$ cat src/rtl/uart_tx_scheduler_if.sv
// ---------------------------------------------------------------------------
// uart_tx_scheduler_if
// Bundles the two requester handshakes and the transmitter data path that
// the scheduler arbitrates.
//
// Handshake rule (both requesters): a requester raises reqN_valid with
// stable reqN_data and holds both until it sees reqN_ready. The transfer
// happens on the rising clock edge where reqN_valid & reqN_ready are both
// high. reqN_ready is a combinational accept strobe and is never high when
// the scheduler is not idle. A requester may drop valid without a transfer.
//
// Transmitter side: tx_data_valid is a one-cycle start pulse with tx_p_data
// stable; tx_busy is the transmitter's Busy output fed back.
//
// Modports:
//   slave  - the scheduler (accepts requests, drives the transmitter)
//   master - the requesters and transmitter around it
// ---------------------------------------------------------------------------
interface uart_tx_scheduler_if #(
  parameter int DW = 8
);
  logic            req0_valid;
  logic [DW-1:0]   req0_data;
  logic            req0_ready;
  logic            req1_valid;
  logic [2*DW-1:0] req1_data;
  logic            req1_ready;
  logic [DW-1:0]   tx_p_data;
  logic            tx_data_valid;
  logic            tx_busy;

  modport slave (
    input  req0_valid, req0_data, req1_valid, req1_data, tx_busy,
    output req0_ready, req1_ready, tx_p_data, tx_data_valid
  );

  modport master (
    output req0_valid, req0_data, req1_valid, req1_data, tx_busy,
    input  req0_ready, req1_ready, tx_p_data, tx_data_valid
  );
endinterface

$ cat src/rtl/uart_tx_scheduler.sv
// ---------------------------------------------------------------------------
// uart_tx_scheduler
// Shares one UART transmitter between a byte requester (req0) and a word
// requester (req1, 2*DATA_WIDTH). Round-robin grant, words go out as two
// frames low byte first, and a start pulse that the transmitter does not
// acknowledge with tx_busy within ACK_TO cycles is re-issued.
//
// Ports:
//   CLK         rising-edge clock
//   RST         asynchronous active-low reset
//   bus         uart_tx_scheduler_if.slave: requester handshakes and the
//               transmitter's tx_p_data / tx_data_valid / tx_busy
//   sched_busy  registered, high whenever the FSM is not IDLE
//   retry_cnt   saturating count of start retries since reset
//   state_dbg   current FSM state (IDLE=0, START=1, WAIT_ACK=2, WAIT_DONE=3)
// ---------------------------------------------------------------------------
module uart_tx_scheduler #(
  parameter int DATA_WIDTH = 8,
  parameter int ACK_TO     = 16
) (
  input  logic               CLK,
  input  logic               RST,
  uart_tx_scheduler_if.slave bus,
  output logic               sched_busy,
  output logic [3:0]         retry_cnt,
  output logic [1:0]         state_dbg
);

  // Timer only needs to reach ACK_TO-2 (see WAIT_ACK).
  localparam int TW = (ACK_TO > 2) ? $clog2(ACK_TO) : 1;

  typedef enum logic [1:0] {
    IDLE      = 2'd0,
    START     = 2'd1,
    WAIT_ACK  = 2'd2,
    WAIT_DONE = 2'd3
  } state_e;

  state_e                state_q, state_d;
  logic [DATA_WIDTH-1:0] hi_byte_q, hi_byte_d;
  logic                  last_byte_q, last_byte_d;
  logic                  ptr_q, ptr_d;        // 1 = favour req1
  logic [TW-1:0]         timer_q, timer_d;
  logic [3:0]            retry_q, retry_d;
  logic [DATA_WIDTH-1:0] tx_p_data_q, tx_p_data_d;
  logic                  tx_data_valid_q, tx_data_valid_d;
  logic                  sched_busy_q, sched_busy_d;

  logic grant0, grant1;

  // With both valid, the pointer picks the requester not granted last.
  assign grant0 = bus.req0_valid & (~bus.req1_valid | ~ptr_q);
  assign grant1 = bus.req1_valid & (~bus.req0_valid |  ptr_q);

  // Ready is qualified with RST so it reads 0 while reset is asserted even
  // if a requester keeps valid high.
  assign bus.req0_ready = (state_q == IDLE) & RST & grant0;
  assign bus.req1_ready = (state_q == IDLE) & RST & grant1;

  always_comb begin
    state_d     = state_q;
    hi_byte_d   = hi_byte_q;
    last_byte_d = last_byte_q;
    ptr_d       = ptr_q;
    timer_d     = timer_q;
    retry_d     = retry_q;
    tx_p_data_d = tx_p_data_q;

    case (state_q)
      IDLE: begin
        if (grant0) begin
          tx_p_data_d = bus.req0_data;
          last_byte_d = 1'b1;
          ptr_d       = 1'b1;
          state_d     = START;
        end else if (grant1) begin
          tx_p_data_d = bus.req1_data[DATA_WIDTH-1:0];
          hi_byte_d   = bus.req1_data[2*DATA_WIDTH-1:DATA_WIDTH];
          last_byte_d = 1'b0;
          ptr_d       = 1'b0;
          state_d     = START;
        end
      end
      START: begin
        timer_d = '0;
        state_d = WAIT_ACK;
      end
      WAIT_ACK: begin
        if (bus.tx_busy) begin
          state_d = WAIT_DONE;
        end else if (timer_q == TW'(ACK_TO - 2)) begin
          // Timer is about to reach ACK_TO-1: the pulse was lost, resend the
          // same byte. The retry start lands ACK_TO cycles after the first.
          state_d = START;
          if (retry_q != 4'hF) retry_d = retry_q + 4'd1;
        end else begin
          timer_d = timer_q + TW'(1);
        end
      end
      WAIT_DONE: begin
        if (!bus.tx_busy) begin
          if (last_byte_q) begin
            state_d = IDLE;
          end else begin
            tx_p_data_d = hi_byte_q;
            last_byte_d = 1'b1;
            state_d     = START;
          end
        end
      end
      default: state_d = IDLE;
    endcase

    // Outputs are registered from the next state so they line up with it.
    tx_data_valid_d = (state_d == START);
    sched_busy_d    = (state_d != IDLE);
  end

  always_ff @(posedge CLK or negedge RST) begin
    if (!RST) begin
      state_q         <= IDLE;
      hi_byte_q       <= '0;
      last_byte_q     <= 1'b0;
      ptr_q           <= 1'b0;
      timer_q         <= '0;
      retry_q         <= '0;
      tx_p_data_q     <= '0;
      tx_data_valid_q <= 1'b0;
      sched_busy_q    <= 1'b0;
    end else begin
      state_q         <= state_d;
      hi_byte_q       <= hi_byte_d;
      last_byte_q     <= last_byte_d;
      ptr_q           <= ptr_d;
      timer_q         <= timer_d;
      retry_q         <= retry_d;
      tx_p_data_q     <= tx_p_data_d;
      tx_data_valid_q <= tx_data_valid_d;
      sched_busy_q    <= sched_busy_d;
    end
  end

  assign bus.tx_p_data     = tx_p_data_q;
  assign bus.tx_data_valid = tx_data_valid_q;
  assign sched_busy        = sched_busy_q;
  assign retry_cnt         = retry_q;
  assign state_dbg         = state_q;

endmodule
$ cat src/flat_wrapper.sv
// flat-port wrapper written by rule: the top's interface ports become plain ports
module uart_tx_scheduler_flat 
#(
  parameter int DATA_WIDTH = 8,
  parameter int ACK_TO     = 16
)
  (CLK, RST, sched_busy, retry_cnt, state_dbg, bus_req0_valid, bus_req0_data, bus_req1_valid, bus_req1_data, bus_tx_busy, bus_req0_ready, bus_req1_ready, bus_tx_p_data, bus_tx_data_valid);
  uart_tx_scheduler_if bus_i ();
  input  logic CLK;
  input  logic RST;
  output logic sched_busy;
  output logic [3:0] retry_cnt;
  output logic [1:0] state_dbg;
  input wire logic [$bits(bus_i.req0_valid)-1:0] bus_req0_valid;
  input wire logic [$bits(bus_i.req0_data)-1:0] bus_req0_data;
  input wire logic [$bits(bus_i.req1_valid)-1:0] bus_req1_valid;
  input wire logic [$bits(bus_i.req1_data)-1:0] bus_req1_data;
  input wire logic [$bits(bus_i.tx_busy)-1:0] bus_tx_busy;
  output wire logic [$bits(bus_i.req0_ready)-1:0] bus_req0_ready;
  output wire logic [$bits(bus_i.req1_ready)-1:0] bus_req1_ready;
  output wire logic [$bits(bus_i.tx_p_data)-1:0] bus_tx_p_data;
  output wire logic [$bits(bus_i.tx_data_valid)-1:0] bus_tx_data_valid;
  assign bus_i.req0_valid = bus_req0_valid;
  assign bus_i.req0_data = bus_req0_data;
  assign bus_i.req1_valid = bus_req1_valid;
  assign bus_i.req1_data = bus_req1_data;
  assign bus_i.tx_busy = bus_tx_busy;
  assign bus_req0_ready = bus_i.req0_ready;
  assign bus_req1_ready = bus_i.req1_ready;
  assign bus_tx_p_data = bus_i.tx_p_data;
  assign bus_tx_data_valid = bus_i.tx_data_valid;
  uart_tx_scheduler #(.DATA_WIDTH(DATA_WIDTH), .ACK_TO(ACK_TO)) u_core (.CLK(CLK), .RST(RST), .bus(bus_i), .sched_busy(sched_busy), .retry_cnt(retry_cnt), .state_dbg(state_dbg));
endmodule
$ cat config.mk
export PLATFORM = sky130hd
export DESIGN_NAME = uart_tx_scheduler_flat
export DESIGN_NICKNAME = d
export VERILOG_FILES = /design/src/rtl/uart_tx_scheduler_if.sv /design/src/rtl/uart_tx_scheduler.sv /design/src/flat_wrapper.sv
export SDC_FILE = /design/constraint.sdc
export NUM_CORES = 1
export LEC_CHECK = 0
export CAP_MARGIN = 10
export CORE_MARGIN = 2
export CORE_UTILIZATION = 49
export CTS_BUF_LIST = sky130_fd_sc_hd__clkbuf_8
export DETAILED_ROUTE_END_ITERATION = 8
export GPL_TIMING_DRIVEN = 0
export PLACE_DENSITY = 0.82
export SLEW_MARGIN = 20
export SYNTH_ARGS = -nofsm -noshare
export SYNTH_HDL_FRONTEND = slang
export SYNTH_SLANG_ARGS = --single-unit
$ cat constraint.sdc
create_clock -name CLK -period 2.3 [get_ports CLK]
set_input_delay 0.23 -clock CLK [delete_from_list [all_inputs] [get_ports CLK]]
set_output_delay 0.23 -clock CLK [all_outputs]
set_load 0.005 [all_outputs]
==> metrics.csv, run 1 <==
stage;metric;value;unit
die;dieArea;3780;um2
clock_network;clock_path_buffers;2;
sta;fin_crit_sh;0.9517;
routing;route.detailed.drc;0;
sta;fin_setup_tns;0;ps
clock_network;cts_root_buffer;clkbuf_8;
global_route;antenna_found_initial;0;
synthesis;synth_top_cell_area_share;0.4637;
synthesis;yosys.cell_types.count;40;
synthesis;syn_area;1619;um2
synthesis;postSynth.asyncResetShare;1.000;
power;p_leak;0.0009444;uW
synthesis;synthFlopType;dfrtp_1;
sta;max_freq;456.9;MHz
routing;avgRoutedWirePerCell;14.76;um
layout;drive_gt1_frac;0.1791;
clock_network;clk_pin_slew;60;ps
global_route;grt_use_total;0.2167;
clock_network;htreeDepth;2;
clock_network;clk_latency;280;ps
run_status;violations;negative hold slack;
synthesis;synth_edf_count;0;
worst_setup_path;start_kind;register;
power;ir_worst_vdd;0.0007013;V
placement;dp_slack;90.54;ps
run;cap_violations;0;
sta;whs;-18.26;ps
global_route;grt_pass1_vias;1320;
routing;vias;1350;
layout;antennaDiodeCount;0;
worst_setup_path;crit_type;register to primary output;
routing;firstDrtPassIters;4;
routing;ant_nets;0;
synthesis;yosysWarnings;0;
worst_setup_path;cpLargestDelayFamily;buffers and inverters;
layout;finalNetCount;237;
global_route;grt_pass1_wl;5871;um
sta;fin_ws;111.1;ps
run_status;outcome;finished with violations;
synthesis;yosysSeqAreaShare;0.4637;
worst_setup_path;critPathBufInv;2;
power;p_per_area;1094;nW/um2
placement;portBuffers;46;
synthesis;syn_avg_cell_area;11.09;um2
clock_network;cts.sinks;30;
routing;drt_iter0_markers;78;
worst_setup_path;max_stage_delay;490;ps
placement;place.detailed.hpwl;2636;um
sta;worst_pin_slew;685.3;ps
clock_network;cts_tree;built;
clock_network;cts_buffers;5;
min_path;hold_path_class;input port to async pin;
synthesis;ys_top_cells_by_area;dfrtp_1 46%, mux2_2 12%, ha_1 6.2%, mux2i_1 5.6%, o21ai_0 3.4%;
routing;vias_per_cell;5.510;
layout;synthToLayoutAreaGrowth;39.26;%
sta;setup-violations-final;0;
worst_setup_path;endpoint_kind;primary output;
sta;post-route-min-period;2189;ps
synthesis;syn_nets;183;
synthesis;synthCells;146;
synthesis;synth_seq_cells;30;
worst_setup_path;worstPathMaxFanout;6;
placement;place_congestion;0.7338;
die;io_pins;47;
die;die_y;61.48;um
sta;final-max-slew-violation-count;0;
die;core;3103;um2
global_route;overflow;0;
die;die_width;61.48;um
routing;wl;3617;um
synthesis;synth_top_area_cell;dfrtp_1;
sta;final_hold_viol_count;23;
global_route;grt_max_degree;33;
worst_setup_path;cp_cell_sequence;inv_1 -> ha_2 -> nand2_1 -> nor2_4 -> and2_1 -> clkdlybuf4s50_1;
sta;max_slew_margin;0.5431;
worst_setup_path;worstPathRequired;2070;ps
sta;skew;7.028;ps
die;start_util;0.5218;
worst_setup_path;critPathSlowestCell;clkdlybuf4s50_1;
die;floorplan.rows;20;
sta;rsz0062_at_grt;no;
worst_setup_path;arrival;1960;ps
layout;nFillCells;246;
[synthesized netlist by cell type, drive strengths merged, types with 2 or more instances]
cell,count
mux2i,9
ha,8
dfrtp,30
nor3b,2
o21ai,12
nor4,2
and3,3
nand4,2
nor3,2
nor2,10
mux2,17
xnor2,3
a22o,3
clkbuf,2
nand2,14
nand3,2
buf,3
a211oi,2
inv,5
[path summary, 6_finish.rpt]
path	slack (ps)	to	cells after the start	start
setup / recovery	110	bus_req1_ready	6	u_core.state_dbg[0]
max in group asynchronous	1870	u_core.retry_cnt[0]	1	RST
min in group CLK	490	u_core.retry_cnt[3]	1	u_core.retry_cnt[3]
hold / removal	-20	u_core.timer_q[1]	1	RST
hold reg to reg	490	u_core.retry_cnt[3]	1	u_core.retry_cnt[3]
setup reg to reg	360	u_core.bus.tx_p_data[3]	5	u_core.state_dbg[0]
[metrics by stage]
step	cell area, um2	power, uW	utilization	hold slack [ps]	std cells
after CTS	2252	2474	0.7258	1.735	245
after detailed placement	2130	1946	0.6863	311.0	236
final	2255	2466	0.7266	-18.26	245
after global placement	2135	1896	0.6879	474.9	236
after floorplan	1619	1508	-	-65.59	146
after global routing	2255	2628	0.7266	33.20	245
[layout by cell type, fill, tap and decap left out, types with 3 or more instances in the layout]
| cell | Yosys | routed |
|---|---|---|
| clkdlybuf4s50_1 | 0 | 45 |
| dfrtp_1 | 30 | 30 |
| mux2_2 | 17 | 17 |
| nand2_1 | 14 | 14 |
| o21ai_0 | 11 | 11 |
| nor2_1 | 9 | 9 |
| mux2i_1 | 9 | 9 |
| clkbuf_8 | 0 | 8 |
| ha_1 | 8 | 7 |
| inv_1 | 5 | 4 |
| buf_2 | 2 | 3 |
| a22o_1 | 3 | 3 |
| and3_1 | 3 | 3 |
| xnor2_1 | 3 | 3 |
[timing repair]
| item | CTS | global route |
|---|---|---|
| hold buffers | 0 | 0 |
| endpoints found under the setup margin | 1 | 1 |
| endpoints found under the hold margin | 0 | 0 |
| gates resized for setup | 1 | 2 |
| cloned | 0 | 0 |
| buffers inserted | 1 | 0 |
| pin swaps | 1 | 0 |
[registers in the layout, summed over array words and instances, names as in the netlist]
| register | count |
|---|---|
| u_core.bus.tx_p_data | 8 |
| u_core.hi_byte_q | 8 |
| u_core.retry_cnt | 4 |
| u_core.timer_q | 4 |
| u_core.state_dbg | 2 |
| u_core.bus.tx_data_valid | 1 |
| u_core.last_byte_q | 1 |
| u_core.ptr_q | 1 |
| u_core.sched_busy | 1 |
[cells by family after synthesis]
group / after synthesis / share of synthesized area
and+or+nand+nor: 41 / 0.1422
adders and majority gates: 8 / 0.06183
xor gates and xnor gates: 4 / 0.02164
muxes: 26 / 0.1739
AOI/OAI and AO/OA: 27 / 0.1097
DFF: 30 / 0.4637
buffers and inverters: 10 / 0.02705
[power breakdown]
part	switching, uW	internal, uW	total (uW)
Sequential	148	742	889
Combinational	465	620	1080
Clock	190	302	492
[routing by layer]
| layer | track usage | vias up | part of all wire |
|---|---|---|---|
| li1 | - | 636 | - |
| met3 | 0.09034 | 4 | 0.083 |
| met5 | 0 | - | 0 |
| met1 | 0.2337 | 656 | 0.38 |
| met2 | 0.3805 | 54 | 0.52 |
| met4 | 0.07599 | 0 | 0.012 |
[cell type report]
cell class / instances / area (um2) / area share
plain buffers: 5 / 25.02 / 0.01110
inverters: 5 / 18.77 / 0.008324
clock buffers: 8 / 110.1 / 0.04883
multi-input cells: 106 / 832.0 / 0.3690
well taps: 44 / 55.05 / 0.02442
flip-flops and latches: 30 / 750.7 / 0.3330
repair buffers: 47 / 462.9 / 0.2053
Note: power is estimated with default switching activity, not from simulation.
==> run 2: changes to the inputs <==
--- a/config.mk
+++ b/config.mk
@@ -6,12 +6,15 @@
 export NUM_CORES = 1
 export LEC_CHECK = 0
 export CAP_MARGIN = 10
+export CELL_PAD_IN_SITES_DETAIL_PLACEMENT = 0
+export CELL_PAD_IN_SITES_GLOBAL_PLACEMENT = 1
 export CORE_MARGIN = 2
-export CORE_UTILIZATION = 49
+export CORE_UTILIZATION = 37
 export CTS_BUF_LIST = sky130_fd_sc_hd__clkbuf_8
 export DETAILED_ROUTE_END_ITERATION = 8
 export GPL_TIMING_DRIVEN = 0
-export PLACE_DENSITY = 0.82
+export HOLD_SLACK_MARGIN = 0.12
+export PLACE_DENSITY_LB_ADDON = 0.1
 export SLEW_MARGIN = 20
 export SYNTH_ARGS = -nofsm -noshare
 export SYNTH_HDL_FRONTEND = slang
==> run 2 against run 1 <==
  * The flow now finishes without violations
  * Highest routed layer unchanged
  * Setup slack worse by 8.0 ps
  * Clock skew shrank 4.2 ps
  * Final cell count grew 4.1%
  * Design area rose by 0.83%
  * Global-route usage is 5.6 points lower
  * Combinational power about the same
  * Power shrank 3.5%
  * Clock power down 12%
==> metrics.csv, run 2 (same netlist as run 1, synthesis figures left out) <==
stage;metric;value;unit;change
layout;final_cell_mix;45 x clkdlybuf4s50_1, 30 x dfrtp_1, 17 x mux2_2;;unchanged
worst_setup_path;worstPathMaxFanout;5;;was 6
worst_setup_path;rr_worst_depth;5;;unchanged
sta;final_hold_viol_count;0;;was 23
clock_network;clk_pin_slew;60;ps;about the same
placement;place_congestion;0.8340;;was 0.7338
layout;antennaDiodeCount;0;;unchanged
routing;avgRoutedWirePerCell;14.25;um;was 14.76 um
global_route;grt_max_degree;31;;was 33
layout;synthToLayoutAreaGrowth;40.42;%;was 39.26%
worst_setup_path;arrival;1970;ps;was 1960 ps
placement;portBuffers;46;;unchanged
clock_network;cts_root_buffer;clkbuf_8;;unchanged
die;dieArea;4921;um2;was 3780 um2
routing;drt_iter0_markers;43;;was 78
power;p_per_area;1047;nW/um2;was 1094 nW/um2
sta;fin_ws;103.1;ps;was 111.1 ps
die;floorplan.rows;24;;was 20
layout;drive_gt1_frac;0.1675;;was 0.1791
power;p_leak;0.0009542;uW;was 0.0009444 uW
clock_network;cts.sinks;30;;unchanged
worst_setup_path;crit_type;register to primary output;;unchanged
layout;finalNetCount;239;;was 237
sta;setup-violations-final;0;;unchanged
global_route;grt_use_total;0.1612;;was 0.2167
global_route;overflow;0;;unchanged
global_route;grt_pass1_vias;1271;;was 1320
die;die_y;70.15;um;was 61.48 um
routing;vias;1267;;was 1350
layout;fin_area;2273;um2;was 2255 um2
clock_network;clk_latency;280;ps;about the same
die;start_util;0.3770;;was 0.5218
worst_setup_path;r2r_setup_slack;360;ps;about the same
sta;rsz0062_at_grt;no;;unchanged
power;ir_worst_vdd;0.0005851;V;was 0.0007013 V
sta;skew;2.782;ps;was 7.028 ps
die;io_pins;47;;unchanged
sta;worst_pin_slew;485.7;ps;was 685.3 ps
placement;place.detailed.hpwl;2546;um;was 2636 um
sta;final-max-slew-violation-count;0;;unchanged
die;die_width;70.15;um;was 61.48 um
worst_setup_path;endpoint_kind;primary output;;unchanged
worst_setup_path;worstPathRequired;2070;ps;about the same
routing;route.detailed.drc;0;;unchanged
run;cap_violations;0;;unchanged
sta;max_slew_margin;0.6762;;was 0.5431
global_route;grt_pass1_wl;6175;um;was 5871 um
placement;dp_slack;-22.00;ps;was 90.54 ps
sta;post-route-min-period;2197;ps;was 2189 ps
min_path;hold_path_class;input port to async pin;;unchanged
clock_network;htreeDepth;2;;unchanged
die;core;4294;um2;was 3103 um2
clock_network;cts_buffers;5;;unchanged
worst_setup_path;r2r_start;u_core.state_dbg[0];;unchanged
routing;firstDrtPassIters;4;;unchanged
routing;vias_per_cell;4.969;;was 5.510
worst_setup_path;start_kind;register;;unchanged
clock_network;clock_path_buffers;2;;unchanged
sta;fin_crit_sh;0.9552;;was 0.9517
placement;placed_area;2140;um2;was 2130 um2
clock_network;cts_tree;built;;unchanged
routing;wl;3634;um;was 3617 um
worst_setup_path;worstReg2RegEnd;u_core.bus.tx_p_data[4];;was u_core.bus.tx_p_data[3]
global_route;antenna_found_initial;0;;unchanged
sta;max_freq;455.2;MHz;was 456.9 MHz
routing;ant_nets;0;;unchanged
run_status;outcome;finished clean;;was finished with violations
layout;layout_commonest_cell;clkdlybuf4s50_1;;unchanged
power;total_power;2380;uW;was 2466 uW
## run 2: report_power, final
part           internal [uW]  switching [uW]
Sequential               741             127
Combinational            619             459
Clock                    237             197
Total                   1600             783
## run 2: final cells by class
cell class,count,area (um2)
Fill cell,389,2021
Sequential cell,30,750.7
Buffer,5,25.02
Inverter,5,18.77
Clock inverter,2,8.758
Tap cell,52,65.06
Timing Repair Buffer,49,493.0
Multi-Input combinational cell,106,829.5
Clock buffer,6,82.58
## run 2: per-stage QoR
step / TNS, ps / hold slack, ps / std cells / utilization
2_1_floorplan: 0 / -65.59 / 146 / -
3_3_place_gp: -923.9 / 478.3 / 244 / 0.4994
3_5_place_dp: -22.00 / 331.8 / 244 / 0.4983
4_1_cts: 0 / 489.1 / 255 / 0.5294
5_1_grt: 0 / 500.9 / 255 / 0.5294
6_report: 0 / 488.4 / 255 / 0.5294
## run 2: worst max-delay path by stage
stage	from	end	depth (start not counted)
after floorplan	u_core.state_dbg[0]	u_core.bus.tx_p_data[0]	5
after global placement	RST	bus_req0_ready	3
after detailed placement	bus_req1_valid	bus_req1_ready	5
after CTS	u_core.state_dbg[1]	bus_req1_ready	6
after global routing	u_core.state_dbg[1]	bus_req1_ready	6
final	u_core.state_dbg[1]	bus_req1_ready	6
## run 2: worst max-delay path: stages (launching register included)
cell and delay, ps:
dfrtp_1 430, inv_1 140, ha_1 250, nand2_1 140, nor2_4 120, and2_1 120
clkdlybuf4s50_1 490
## run 2: what timing repair did
item	in CTS	in global routing
setup buffers	1	0
resized for setup	1	0
endpoints found under the setup margin	1	0
endpoints found under the hold margin	30	0
hold buffers	2	0
## run 2: per-layer routing
metal | global-route usage | part of all wire | vias up
li1 | - | - | 636
met1 | 0.2092 | 0.46 | 599
met2 | 0.2635 | 0.49 | 28
met3 | 0.04185 | 0.038 | 4
met4 | 0.05128 | 0.011 | 0
met5 | 0 | 0 | -
==> run 3: changes to the inputs <==
--- a/config.mk
+++ b/config.mk
@@ -11,6 +11,7 @@
 export CORE_MARGIN = 2
 export CORE_UTILIZATION = 37
 export CTS_BUF_LIST = sky130_fd_sc_hd__clkbuf_8
+export CTS_CLUSTER_DIAMETER = 200
 export DETAILED_ROUTE_END_ITERATION = 8
 export GPL_TIMING_DRIVEN = 0
 export HOLD_SLACK_MARGIN = 0.12
==> results of run 3 <==
The final DEF is identical to that of run 2; final timing and power are the same.
==> edit: new RTL, flow settings as in run 1 <==
Register the output `state_dbg` once more, cleared by the reset; this adds one clock of latency there. The other outputs are not delayed to match.
--- a/src/rtl/uart_tx_scheduler.sv
+++ b/src/rtl/uart_tx_scheduler.sv
@@ -146,3 +146,9 @@
   assign retry_cnt         = retry_q;
-  assign state_dbg         = state_q;
+  always_ff @(posedge CLK or negedge RST) begin
+    if (!RST) begin
+      state_dbg <= '0;
+    end else begin
+      state_dbg <= state_q;
+    end
+  end
 
Formal check against the unedited RTL: not equivalent (a bounded check fails within 4 cycles, from zero or initial values and one cycle with RST low).
==> edit against run 1 <==
Count of clock-buffer cells in the layout down 3. Non-clock buffer count up 1. Synthesized cell count up 11%. Worst setup slack better by 0.034 ns. Cell area up 3.7%. Critical path depth unchanged. Register-to-register slack better by 0.11 ns. Synthesized area up 7.6%. Sequential power up 5.8%. Sequential cell count up 2. Maximum frequency up 1.6%. Total power up 6.4%. Wire length up 4.8%.
==> edit: results (changes against run 1) <==
- Result of the run: complete, no violations (was finished with violations).
- Vias in the first global route: 1,512 (was 1,320)
* Count of distinct cell types in the synthesized netlist: 41 (was 40)
- The number of flops mapped to enable cells by yosys came to 0 (unchanged).
- The number of inserted filler cells in the final layout was 282 (was 246).
- The count of yosys warnings during synthesis is 0 (unchanged).
- Top cells by area in the synthesized netlist: dfrtp_1 (46%), ha_1 (5.7%), mux2i_1 (5.2%) (was dfrtp_1 (46%), mux2_2 (12%), ha_1 (6.2%))
- The number of nets in the finished design was 252 (was 237).
* RR Startpoint: u_core.state_q[1] (was u_core.state_dbg[0])
- Share of layout cells above drive strength 1: 0.153 (was 0.179)
* HP Class: primary input to async pin (unchanged)
* Largest delay share family, worst path: buffers and inverters (unchanged)
* DPL Wire Length: 2.84 mm (was 2.64 mm)
- The clock root buffer was clkbuf_8 (unchanged).
- The largest driver fanout on the critical path was 6 (unchanged).
- The routed wirelength normalized by instance count is 14.5 µm (was 14.8 µm).
* Area after detailed placement: 2240 µm² (was 2130 µm²)
* Total track usage: 0.218 (was 0.217)
- Most instantiated cells after synthesis: dfrtp_1 (32), nor2_1 (18), inv_1 (12) (was dfrtp_1 (30), mux2_2 (17), nand2_1 (14)).
* Initial antenna violation count: 0 (unchanged)
- The headroom to the max-slew limit came to 0.509 (was 0.543).
- The finished layout cell area was 2340 µm² (was 2250 µm²).
- The post-synthesis sequential area ratio was 0.460 (was 0.464).
- Switching fraction of total power: 0.356 (was 0.326)
- Number of optimization iterations in the first detailed-route pass: 4 (unchanged)
* Number of vias in the routed layout: 1,443 (was 1,350)
- Port Buffers: 45 (was 46)
- Antenna diode instance count: 0 (unchanged)
* VDD IR-drop max: 498 µV (was 701 µV)
- Global-route wire length before repair: 6.82 mm (was 5.87 mm)
- The detailed router's first-iteration violation count was 99 (was 78).
- Clock skew: 0.00644 ns (was 0.00703 ns)
- Commonest register cell after synthesis: dfrtp_1 (unchanged)
- Largest net degree at the start of global routing: 35 (was 33)
- Crit path DAT: 1.92 ns (was 1.96 ns)
- The sort of element at the start of the critical path is a flop (unchanged).
- The synthesized net count came to 199 (was 183).
- The final RePlAce weighted congestion was 0.748 (was 0.734).
* Leakage power of the design: 1.07 nW (was 0.944 nW)
- Deepest clock path buffer count: 2 (unchanged)
edit: through the flow:
| step | instances | power (mW) | worst slack (ns) |
|---|---|---|---|
| 3_3_place_gp | 253 | 2.14 | -0.463 |
| 5_1_grt | 261 | 2.83 | 0.0113 |
| 3_5_place_dp | 253 | 2.21 | 0.0252 |
| 6_report | 261 | 2.62 | 0.145 |
| 4_1_cts | 261 | 2.63 | 0.0896 |
| 2_1_floorplan | 162 | 1.74 | 0.610 |
edit: power by group through the flow:
stage / Sequential (mW) / Clock [mW] / Combinational [mW]
floorplan: 0.922 / 0 / 0.814
global placement: 0.936 / 0 / 1.21
detailed placement: 0.945 / 0 / 1.27
CTS: 0.938 / 0.405 / 1.29
global route: 0.972 / 0.424 / 1.43
finish: 0.941 / 0.392 / 1.29
edit: logic make-up (layout without fill, tap and decap cells):
group / after synthesis / after routing / share of synthesized area
xor+xnor: 3 / 3 / 0.0151
mux: 18 / 18 / 0.112
simple gates: 45 / 45 / 0.143
flops: 32 / 32 / 0.460
buf+inv: 19 / 72 / 0.0510
compound gates: 37 / 37 / 0.162
fa+ha+maj: 8 / 8 / 0.0575
edit: final timing paths:
check / slack [ns] / to / depth (start not counted)
max reg2reg: 0.47 / u_core.bus.tx_p_data[5] / 6
min: 0.005 / u_core.timer_q[3] / 1
max in group asynchronous: 1.79 / u_core.state_q[1] / 1
min in group CLK: 0.31 / u_core.timer_q[2] / 4
min reg2reg: 0.46 / u_core.state_dbg[1] / 0
max: 0.15 / bus_req1_ready / 6
edit: final cells by class:
cell class,count,share of cell area
Buffer,7,0.0187
Clock buffer,5,0.0294
Clock inverter,2,0.00375
Inverter,12,0.0193
Multi-Input combinational cell,111,0.368
Sequential cell,32,0.343
Tap cell,46,0.0246
Timing Repair Buffer,46,0.194
edit: routing by layer:
layer | part of all wire | up-vias | track usage
met4 | 0.020 | 0 | 0.111
met3 | 0.051 | 8 | 0.0393
li1 | - | 687 | -
met2 | 0.52 | 45 | 0.384
met5 | 0 | - | 0
met1 | 0.41 | 703 | 0.250
edit: what timing repair did:
item,4_1_cts,5_1_grt
buffers inserted,1,0
pin swaps,1,0
endpoints found under the setup margin,1,1
gates resized for setup,1,3
